File: src/rtl/one_wire_byte_sequencer.sv
// Byte-level command sequencer in front of a 1-Wire bit master: reset / write-byte / read-byte, LSB first.
// Optional Dallas/Maxim CRC-8 accumulator is built when ONE_WIRE_CRC8_EN is defined.
module one_wire_byte_sequencer #(
    parameter int DONE_TIMEOUT = 65535
) (
    input  logic       clk,
    input  logic       rst,
    input  logic       cmd_valid,
    output logic       cmd_ready,
    input  logic [1:0] cmd_op,
    input  logic [7:0] cmd_data,
    output logic       rsp_valid,
    output logic [7:0] rsp_data,
    output logic       rsp_presence,
    output logic       rsp_err,
    output logic       busy,
    output logic       m_start_reset,
    output logic       m_start_write_bit,
    output logic       m_start_read_bit,
    output logic       m_write_bit_data,
    input  logic       m_busy,
    input  logic       m_done,
    input  logic       m_read_bit_data,
    input  logic       m_presence_detected,
    input  logic       crc_clear,
    output logic [7:0] crc_value
);

    typedef enum logic [1:0] {
        S_IDLE  = 2'd0,
        S_ISSUE = 2'd1,
        S_WAIT  = 2'd2,
        S_RESP  = 2'd3
    } state_t;

    localparam logic [1:0] OP_RESET = 2'd0;
    localparam logic [1:0] OP_WRITE = 2'd1;
    localparam logic [1:0] OP_READ  = 2'd2;
    localparam logic [1:0] OP_RSVD  = 2'd3;

    localparam int WD_W = (DONE_TIMEOUT > 1) ? $clog2(DONE_TIMEOUT) : 1;
    localparam logic [WD_W-1:0] WD_LAST = WD_W'(DONE_TIMEOUT - 1);

    state_t          state_q, state_d;
    logic [1:0]      op_q, op_d;
    logic [7:0]      shreg_q, shreg_d;
    logic [3:0]      cnt_q, cnt_d;
    logic [WD_W-1:0] wdog_q, wdog_d;
    logic [7:0]      rsp_data_q, rsp_data_d;
    logic            rsp_presence_q, rsp_presence_d;
    logic            rsp_err_q, rsp_err_d;
    logic [7:0]      shreg_next;

    always_comb begin
        state_d           = state_q;
        op_d              = op_q;
        shreg_d           = shreg_q;
        cnt_d             = cnt_q;
        wdog_d            = wdog_q;
        rsp_data_d        = rsp_data_q;
        rsp_presence_d    = rsp_presence_q;
        rsp_err_d         = rsp_err_q;
        m_start_reset     = 1'b0;
        m_start_write_bit = 1'b0;
        m_start_read_bit  = 1'b0;
        shreg_next        = (op_q == OP_READ) ? {m_read_bit_data, shreg_q[7:1]}
                                              : {1'b0, shreg_q[7:1]};

        unique case (state_q)
            S_IDLE: begin
                if (cmd_valid) begin
                    op_d    = cmd_op;
                    shreg_d = cmd_data;
                    cnt_d   = 4'd0;
                    wdog_d  = '0;
                    if (cmd_op == OP_RSVD) begin
                        rsp_data_d     = 8'h00;
                        rsp_presence_d = 1'b0;
                        rsp_err_d      = 1'b1;
                        state_d        = S_RESP;
                    end else begin
                        state_d = S_ISSUE;
                    end
                end
            end
            S_ISSUE: begin
                if (!m_busy) begin
                    m_start_reset     = (op_q == OP_RESET);
                    m_start_write_bit = (op_q == OP_WRITE);
                    m_start_read_bit  = (op_q == OP_READ);
                    wdog_d            = '0;
                    state_d           = S_WAIT;
                end
            end
            S_WAIT: begin
                if (m_done) begin
                    // A bus reset is a single master op; a byte is eight.
                    shreg_d = shreg_next;
                    cnt_d   = cnt_q + 4'd1;
                    if (op_q == OP_RESET || cnt_q == 4'd7) begin
                        rsp_data_d     = (op_q == OP_READ) ? shreg_next : 8'h00;
                        rsp_presence_d = (op_q == OP_RESET) ? m_presence_detected : 1'b0;
                        rsp_err_d      = 1'b0;
                        state_d        = S_RESP;
                    end else begin
                        state_d = S_ISSUE;
                    end
                end else if (DONE_TIMEOUT != 0 && wdog_q == WD_LAST) begin
                    rsp_data_d     = 8'h00;
                    rsp_presence_d = 1'b0;
                    rsp_err_d      = 1'b1;
                    state_d        = S_RESP;
                end else begin
                    wdog_d = wdog_q + 1'b1;
                end
            end
            S_RESP: begin
                state_d = S_IDLE;
            end
            default: state_d = S_IDLE;
        endcase
    end

    always_ff @(posedge clk) begin
        if (rst) begin
            state_q        <= S_IDLE;
            op_q           <= OP_RESET;
            shreg_q        <= 8'h00;
            cnt_q          <= 4'd0;
            wdog_q         <= '0;
            rsp_data_q     <= 8'h00;
            rsp_presence_q <= 1'b0;
            rsp_err_q      <= 1'b0;
        end else begin
            state_q        <= state_d;
            op_q           <= op_d;
            shreg_q        <= shreg_d;
            cnt_q          <= cnt_d;
            wdog_q         <= wdog_d;
            rsp_data_q     <= rsp_data_d;
            rsp_presence_q <= rsp_presence_d;
            rsp_err_q      <= rsp_err_d;
        end
    end

    assign cmd_ready        = (state_q == S_IDLE);
    assign busy             = (state_q != S_IDLE);
    assign rsp_valid        = (state_q == S_RESP);
    assign rsp_data         = rsp_data_q;
    assign rsp_presence     = rsp_presence_q;
    assign rsp_err          = rsp_err_q;
    // Write bit only shifts on m_done, so it stays stable across the strobe/wait window.
    assign m_write_bit_data = (op_q == OP_WRITE) && (state_q == S_ISSUE || state_q == S_WAIT)
                              && shreg_q[0];

`ifdef ONE_WIRE_CRC8_EN
    logic [7:0] crc_q, crc_d;
    logic       crc_bit_en;
    logic       crc_bit;
    logic       crc_op_reset;

    function automatic logic [7:0] crc8_step(input logic [7:0] crc, input logic din);
        logic fb;
        fb = crc[0] ^ din;
        return fb ? ({1'b0, crc[7:1]} ^ 8'h8C) : {1'b0, crc[7:1]};
    endfunction

    assign crc_bit_en   = (state_q == S_WAIT) && m_done && (op_q != OP_RESET);
    assign crc_bit      = (op_q == OP_READ) ? m_read_bit_data : shreg_q[0];
    assign crc_op_reset = (state_q == S_IDLE) && cmd_valid && (cmd_op == OP_RESET);

    always_comb begin
        crc_d = crc_q;
        if (crc_clear || crc_op_reset) begin
            crc_d = 8'h00;
        end else if (crc_bit_en) begin
            crc_d = crc8_step(crc_q, crc_bit);
        end
    end

    always_ff @(posedge clk) begin
        if (rst) begin
            crc_q <= 8'h00;
        end else begin
            crc_q <= crc_d;
        end
    end

    assign crc_value = crc_q;
`else
    logic unused_crc_clear;
    assign unused_crc_clear = crc_clear;
    assign crc_value        = 8'h00;
`endif

endmodule

File: config.mk
export PLATFORM = sky130hd
export DESIGN_NAME = one_wire_byte_sequencer
export DESIGN_NICKNAME = d
export VERILOG_FILES = /design/src/rtl/one_wire_byte_sequencer.sv
export SDC_FILE = /design/constraint.sdc
export NUM_CORES = 1
export LEC_CHECK = 0
export BUFFER_PORTS_ARGS = -buffer_cell sky130_fd_sc_hd__buf_2
export CELL_PAD_IN_SITES_DETAIL_PLACEMENT = 1
export CELL_PAD_IN_SITES_GLOBAL_PLACEMENT = 1
export CORE_MARGIN = 8
export CORE_UTILIZATION = 43
export CTS_BUF_LIST = sky130_fd_sc_hd__clkbuf_8
export CTS_CLUSTER_SIZE = 12
export DETAILED_ROUTE_END_ITERATION = 12
export PLACE_DENSITY = 0.87
export SLEW_MARGIN = 25
export SYNTH_ARGS = -nofsm -noshare
export SYNTH_HDL_FRONTEND = slang
export SYNTH_SLANG_ARGS = --single-unit
File: constraint.sdc
create_clock -name clk -period 2.31 [get_ports clk]
set_input_delay 0.1155 -clock clk [delete_from_list [all_inputs] [get_ports clk]]
set_output_delay 0.1155 -clock clk [all_outputs]
set_load 0.02 [all_outputs]
# Word-level counts from Yosys, hierarchy flattened
# Index checks and enable logic that the tools add are counted.
[totals]
register_bits = 42
input_bits = 18
out_inout_bits = 25
elab_cells = 85
[classes]
add_sub_neg = 2
eq_ne = 16
muxes = 45
reduce_logical = 14
[ops]
columns = ["operator", "count"]
rows = [
  ["2-to-1 mux 8 bit", 9],
  ["2-to-1 mux 16 bit", 4],
  ["one-hot mux 16 bit (3 select lines)", 1],
  ["one-hot mux 8 bit (2 select lines)", 2],
  ["2-to-1 mux 1 bit", 17],
  ["adder 16 x 1 -> 16 bit, second input constant", 1],
  ["== test 16 bit, second input constant", 1],
  ["2-to-1 mux 2 bit", 6],
  ["!= test 2 bit, second input constant", 5],
  ["AND reduction 5 bit", 2],
  ["== test 2 bit, second input constant", 4],
  ["2-to-1 mux 4 bit", 2],
  ["one-hot mux 2 bit (4 select lines)", 1],
  ["one-hot mux 4 bit (2 select lines)", 1],
  ["!= test 3 bit, second input constant", 2],
  ["AND reduction 3 bit", 2],
  ["adder 4 x 1 -> 4 bit, second input constant", 1],
  ["== test 2 x 1 -> 1 bit, second input constant", 2],
  ["== test 4 x 3 -> 1 bit, second input constant", 1],
  ["zero test 2 bit", 2],
  ["one-hot mux 1 bit (2 select lines)", 2],
  ["nonzero test 2 bit", 2],
  ["nonzero test 3 bit", 1],
  ["logical AND 1 bit", 2],
  ["other kinds (3)", 4],
]

# Logic depth before layout (Yosys ltp)
[logic_depth]
word_depth = 6
ltp_mapped = 8
depth_no_buf = 6

# Least setup slack after synthesis
# Ideal clock, no wire load.
[synth_timing]
path_kind = "reg2reg"
from = "reg state_q[0]"
to = "reg wdog_q[10]"
setup_time_ps = 72
arrival_time_ps = 1926
required_ps = 2238
path_slack_ps = 313
path_stages_with_launch = 9
period_less_slack_ps = 1997
path_cell_list = "dfxtp_1 > inv_1 > ha_1 > buf_2 > nand2b_1 > nand3_1 > clkbuf_1 > nor4_1 > mux2i_1"
[synth_via]
elab_chain_cells = 3
word_cells_on_any_way = 10
cone_classes = "6 x eq/ne; 1 x mux; 3 x reduce/logical"
[synth_lines]
columns = ["element", "line_no", "rtl"]
rows = [
  ["start, declared", "44", "state_t state_q, state_d;"],
  ["start signal, assigned", "135", "state_q <= state_d;"],
  ["zero test 2 bit *", "n/a", ""],
  ["net cmd_ready", "9", "output logic cmd_ready,"],
  ["!= test 2 bit (no line) or nonzero test 3 bit (tied branches)", "n/a", ""],
  ["AND reduction 5 bit (no line)", "n/a", ""],
  ["end signal, assigned", "139", "wdog_q <= wdog_d;"],
  ["end, declared", "48", "logic [WD_W-1:0] wdog_q, wdog_d;"],
]
# Mark *: on every way through the listed nets, which the timed path passes. The rest lies on a longest branch.
# A chain may end at the register's enable or synchronous reset.

# Worst setup path after layout
[layout_timing]
from = "reg wdog_q[1]"
to = "reg wdog_q[13]"
[layout_via]
elab_chain_cells = 4
word_cells_on_any_way = 7
cone_classes = "1 x add/sub; 2 x eq/ne; 3 x mux; 1 x reduce/logical"
[layout_lines]
columns = ["element", "line_no", "rtl"]
rows = [
  ["adder 16 x 1 -> 16 bit", "114", "wdog_d = wdog_q + 1'b1;"],
  ["2-to-1 mux 16 bit", "108", "end else if (DONE_TIMEOUT != 0 && wdog_q == WD_LAST) begin"],
  ["2-to-1 mux 16 bit", "96", "if (m_done) begin"],
  ["one-hot mux 16 bit (3 select lines)", "69", "unique case (state_q)"],
]
# Several ways; a longest one is shown, not always the timed one. The select of a mux whose other input is x is not followed.

==> results_tabular.tex <==
\begin{tabular}{lr}
\hline
Metric & Value \\
\hline
\multicolumn{2}{l}{\textbf{Clock tree}} \\
\quad Total setup buffers inserted after CTS & 0 \\
\quad Root cell of the clock tree & sky130\_fd\_sc\_hd\_\_clkbuf\_8 \\
\quad Clock slew at reported path FFs & 80 ps \\
\quad Number of buffers added by the clock tree synthesis step & 5 \\
\quad Post\_cts resized & 0 \\
\quad Clock insertion delay at the later pin of the skew report & 300 ps \\
\quad Maximum number of buffers from clock root to sink & 2 \\
\quad CTS tree & done \\
\quad Clock net sink count & 42 \\
\quad Hold-fix buffer count after cts & 0 \\
\quad Clock H-tree levels & 2 \\
\multicolumn{2}{l}{\textbf{Place}} \\
\quad Post-Place Worst Slack & $\sim$300 ps \\
\quad Final weighted congestion of routability-driven global placement & around 0.9 \\
\quad Estimated wirelength of the detail-placed design & 5010 µm \\
\quad Port buffer count & 33 \\
\multicolumn{2}{l}{\textbf{Synthesis}} \\
\quad Synth cell types & 51 \\
\quad Cell taking the most area after synthesis & sky130\_fd\_sc\_hd\_\_dfxtp\_1 \\
\quad Top area cells in the synthesized netlist & sky130\_fd\_sc\_hd\_\_dfxtp\_1 (36\%), sky130\_fd\_sc\_hd\_\_mux2i\_1 (6.0\%), sky130\_fd\_sc\_hd\_\_ha\_1 (4.3\%) \\
\quad Top post-synthesis cells by count & sky130\_fd\_sc\_hd\_\_dfxtp\_1 (42), sky130\_fd\_sc\_hd\_\_nand2\_1 (22), sky130\_fd\_sc\_hd\_\_nand3\_1 (16), sky130\_fd\_sc\_hd\_\_nor2\_1 (15) \\
\quad Share of synthesized registers carrying an async set or reset & 0\% \\
\quad Post-synthesis sequential element count & 42 \\
\quad Number of synthesized flops with an enable pin & 0 \\
\quad Area fraction of the dominant cell type after synthesis & 36.1\% \\
\quad Sequential element share of the synthesized area & 36.1\% \\
\quad Most common flop cell mapped by yosys & sky130\_fd\_sc\_hd\_\_dfxtp\_1 \\
\quad Post-Syn Instances & 263 \\
\quad Post-Syn Area & 0.00233 mm² \\
\quad Most numerous cell in the Yosys netlist & sky130\_fd\_sc\_hd\_\_dfxtp\_1 \\
\quad Synth Warn \# & 0 \\
\quad Average size of a mapped cell & 8.85 µm² \\
\multicolumn{2}{l}{\textbf{Floorplan}} \\
\quad Starting Density & $\sim$45\% \\
\quad Horiz. Die Dim & 89.6 µm \\
\quad Ports & 43 \\
\quad Die Height & between 80 and 90 µm \\
\quad Total core area & 0.00517 mm² \\
\quad Die outline area & 0.00803 mm² \\
\quad Placement Rows & 26 \\
\multicolumn{2}{l}{\textbf{Critical path}} \\
\quad Crit end category & register \\
\quad Slowest stage cell on the critical path & sky130\_fd\_sc\_hd\_\_o41ai\_4 \\
\quad Crit start category & register \\
\quad Worst flop-to-flop path startpoint & wdog\_q[1] \\
\quad Dominant delay contributor by cell family on the critical path & compound AO/OA/AOI/OAI gates \\
\quad CP max stage delay & 590 ps \\
\quad Critical setup path kind & register to register \\
\quad Sequence of cells on the critical path & ha\_1, nand4\_1, o41ai\_4, o21ai\_2, o2bb2a\_1 \\
\quad Total number of cells along the worst setup path & 5 \\
\quad Terminus of the critical flop-to-flop path & wdog\_q[13] \\
\quad Buffers plus inverters on the worst setup path & 0 \\
\quad Crit-path max FO & 8 \\
\quad Worst R2R Path Depth & 5 \\
\quad Critical path data required time & roughly 2600 ps \\
\quad Arrival @ worst endpoint & 2330 ps \\
\quad Reg-to-reg slack, setup & 230 ps \\
\multicolumn{2}{l}{\textbf{Drt}} \\
\quad Vias per cell & 5.75 \\
\quad Detailed-routing iteration count for the pre-antenna-repair pass & 4 \\
\quad Number of design-rule violations left by the first detailed-router iteration & 92 \\
\quad Count of nets left with antenna violations after detail routing & 0 \\
\quad DRC violation count after routing & 0 \\
\quad Count of vias placed by the detailed router & approximately 2,200 \\
\quad Final WL & 6710 µm \\
\quad Average wire per cell in the routed design & 17.8 µm \\
\multicolumn{2}{l}{\textbf{Layout}} \\
\quad Share of layout cells above drive strength 1 & 20.8\% \\
\quad Combined area of the multi-input logic cells & about 0.0014 mm² \\
\quad Seq. cell area & about 840 µm² \\
\quad Filler cells & roughly 640 \\
\quad Layout area overhead & 16.2\% \\
\quad N\_diodes & 0 \\
\quad Number of nets in the finished design & 332 \\
\quad Final Util & between 50\% and 60\% \\
\multicolumn{2}{l}{\textbf{STA}} \\
\quad TNS Setup & 0 ps \\
\quad Number of failing setup endpoints in the final timing report & 0 \\
\quad Period minus WS final & 2080 ps \\
\quad Worst slew margin & 59.6\% \\
\quad RSZ-0062 raised after global routing & false \\
\quad Final count of pins violating max slew & 0 \\
\quad Least-Margin Pin Slew & 604 ps \\
\quad Worst Clk Skew & 5.84 ps \\
\quad Number of hold-slack violations in the final timing report & 0 \\
\quad Setup slack after layout & around 230 ps \\
\quad Final clock period utilization by the worst path & 90.2\% \\
\quad Achievable frequency & $\sim$480 MHz \\
\multicolumn{2}{l}{\textbf{Power}} \\
\quad VDD IR-drop max & 0.546 mV \\
\quad Leak Pwr & 1.09 nW \\
\quad Pwr/cell area & 934 mW/mm² \\
\multicolumn{2}{l}{\textbf{Job}} \\
\quad Max Cap Viol & 0 \\
\multicolumn{2}{l}{\textbf{Min path}} \\
\quad Endpoint, Worst Hold & rsp\_presence \\
\quad WHS Path Cells & 2 \\
\quad Hold Crit Start & m\_presence\_detected \\
\quad Path class of the lowest-slack min-delay path & input port to register \\
\multicolumn{2}{l}{\textbf{Global route}} \\
\quad Vias in the first global route & 2,349 \\
\quad Total track usage & between 10\% and 20\% \\
\quad Largest net degree at the start of global routing & 21 \\
\quad Total grt overflow & 0 \\
\quad Initial antenna violation count & 0 \\
\quad First-pass GRT wire length & 11,200 µm \\
\multicolumn{2}{l}{\textbf{Status}} \\
\quad Status & finished, final reports clean \\
\hline
\end{tabular}
[metal layers]
metal	vias up	global-route usage [%]	wire length (µm)
met5	-	0	0
met4	0	6.04	78
met3	8	3.55	264
met2	50	31.4	3500
met1	1064	20.0	2860
li1	1045	-	-
[power breakdown]
| part | internal, mW | switching (mW) | leakage, nW | total, mW |
|---|---|---|---|---|
| clock | 0.241 | 0.272 | 0.0472 | 0.513 |
| combinational | 0.409 | 0.705 | 0.699 | 1.11 |
| sequential | 0.816 | 0.0843 | 0.341 | 0.900 |
| total | 1.47 | 1.06 | 1.09 | 2.53 |
[sequential cells by signal, summed over array words and instances, names as in the netlist]
| signal | flops |
|---|---|
| cnt_q | 4 |
| op_q | 2 |
| rsp_data | 8 |
| rsp_err | 1 |
| rsp_presence | 1 |
| shreg_q | 8 |
| state_q | 2 |
| wdog_q | 16 |
[how the worst max path moves through the flow]
stage,start,to,slack (ps)
after detailed placement,wdog_q[0],wdog_q[8],300
after floorplan,state_q[0],wdog_q[10],310
after global routing,wdog_q[1],wdog_q[9],100
after global placement,wdog_q[0],wdog_q[9],390
after CTS,wdog_q[0],wdog_q[8],260
final,wdog_q[1],wdog_q[13],230
[final cells by class]
type	instances	area share, %
sequential	42	31.1
timing repair buffer	47	9.99
tap	70	3.24
clock inverter	2	0.463
inverter	14	1.94
multi-input combinational	196	50.2
clock buffer	6	3.05
[worst reg2reg max path: stages, from the launching register on]
cell and delay [ps]:
sky130_fd_sc_hd__dfxtp_1 430, sky130_fd_sc_hd__ha_1 200, sky130_fd_sc_hd__nand4_1 280, sky130_fd_sc_hd__o41ai_4 590, sky130_fd_sc_hd__o21ai_2 240, sky130_fd_sc_hd__o2bb2a_1 300
[stage by stage]
step	std cells	area [µm²]	hold WS [ps]	total power, mW
after global placement	369	2610	372	1.96
after floorplan	270	2350	263	1.65
after global routing	377	2710	72.6	2.69
final	377	2710	69.0	2.53
after CTS	377	2710	66.7	2.54
after detailed placement	369	2610	379	2.02
[logic make-up after synthesis]
logic type | Yosys count | share of synthesized area, %
AOI/OAI and AO/OA | 59 | 21.1
xor gates and xnor gates | 2 | 0.752
adders and majority gates | 8 | 4.30
buffers and inverters | 32 | 6.66
DFF | 42 | 36.1
muxes | 14 | 6.02
other | 1 | 0.161
and+or+nand+nor | 105 | 24.9
[layout by cell type (no fill, tap or decap), drive strengths merged, types with 4 or more instances in the layout]
cell	count
a211oi	7
a21oi	6
a22o	8
a31oi	4
buf	47
clkbuf	6
conb	8
dfxtp	42
ha	8
inv	14
mux2i	14
nand2	22
nand2b	10
nand3	16
nand4	8
nor2	15
nor2b	6
nor3	5
nor4	10
o21ai	6
o31ai	4
or4	4
No activity file was read; power rests on OpenSTA's default activity.
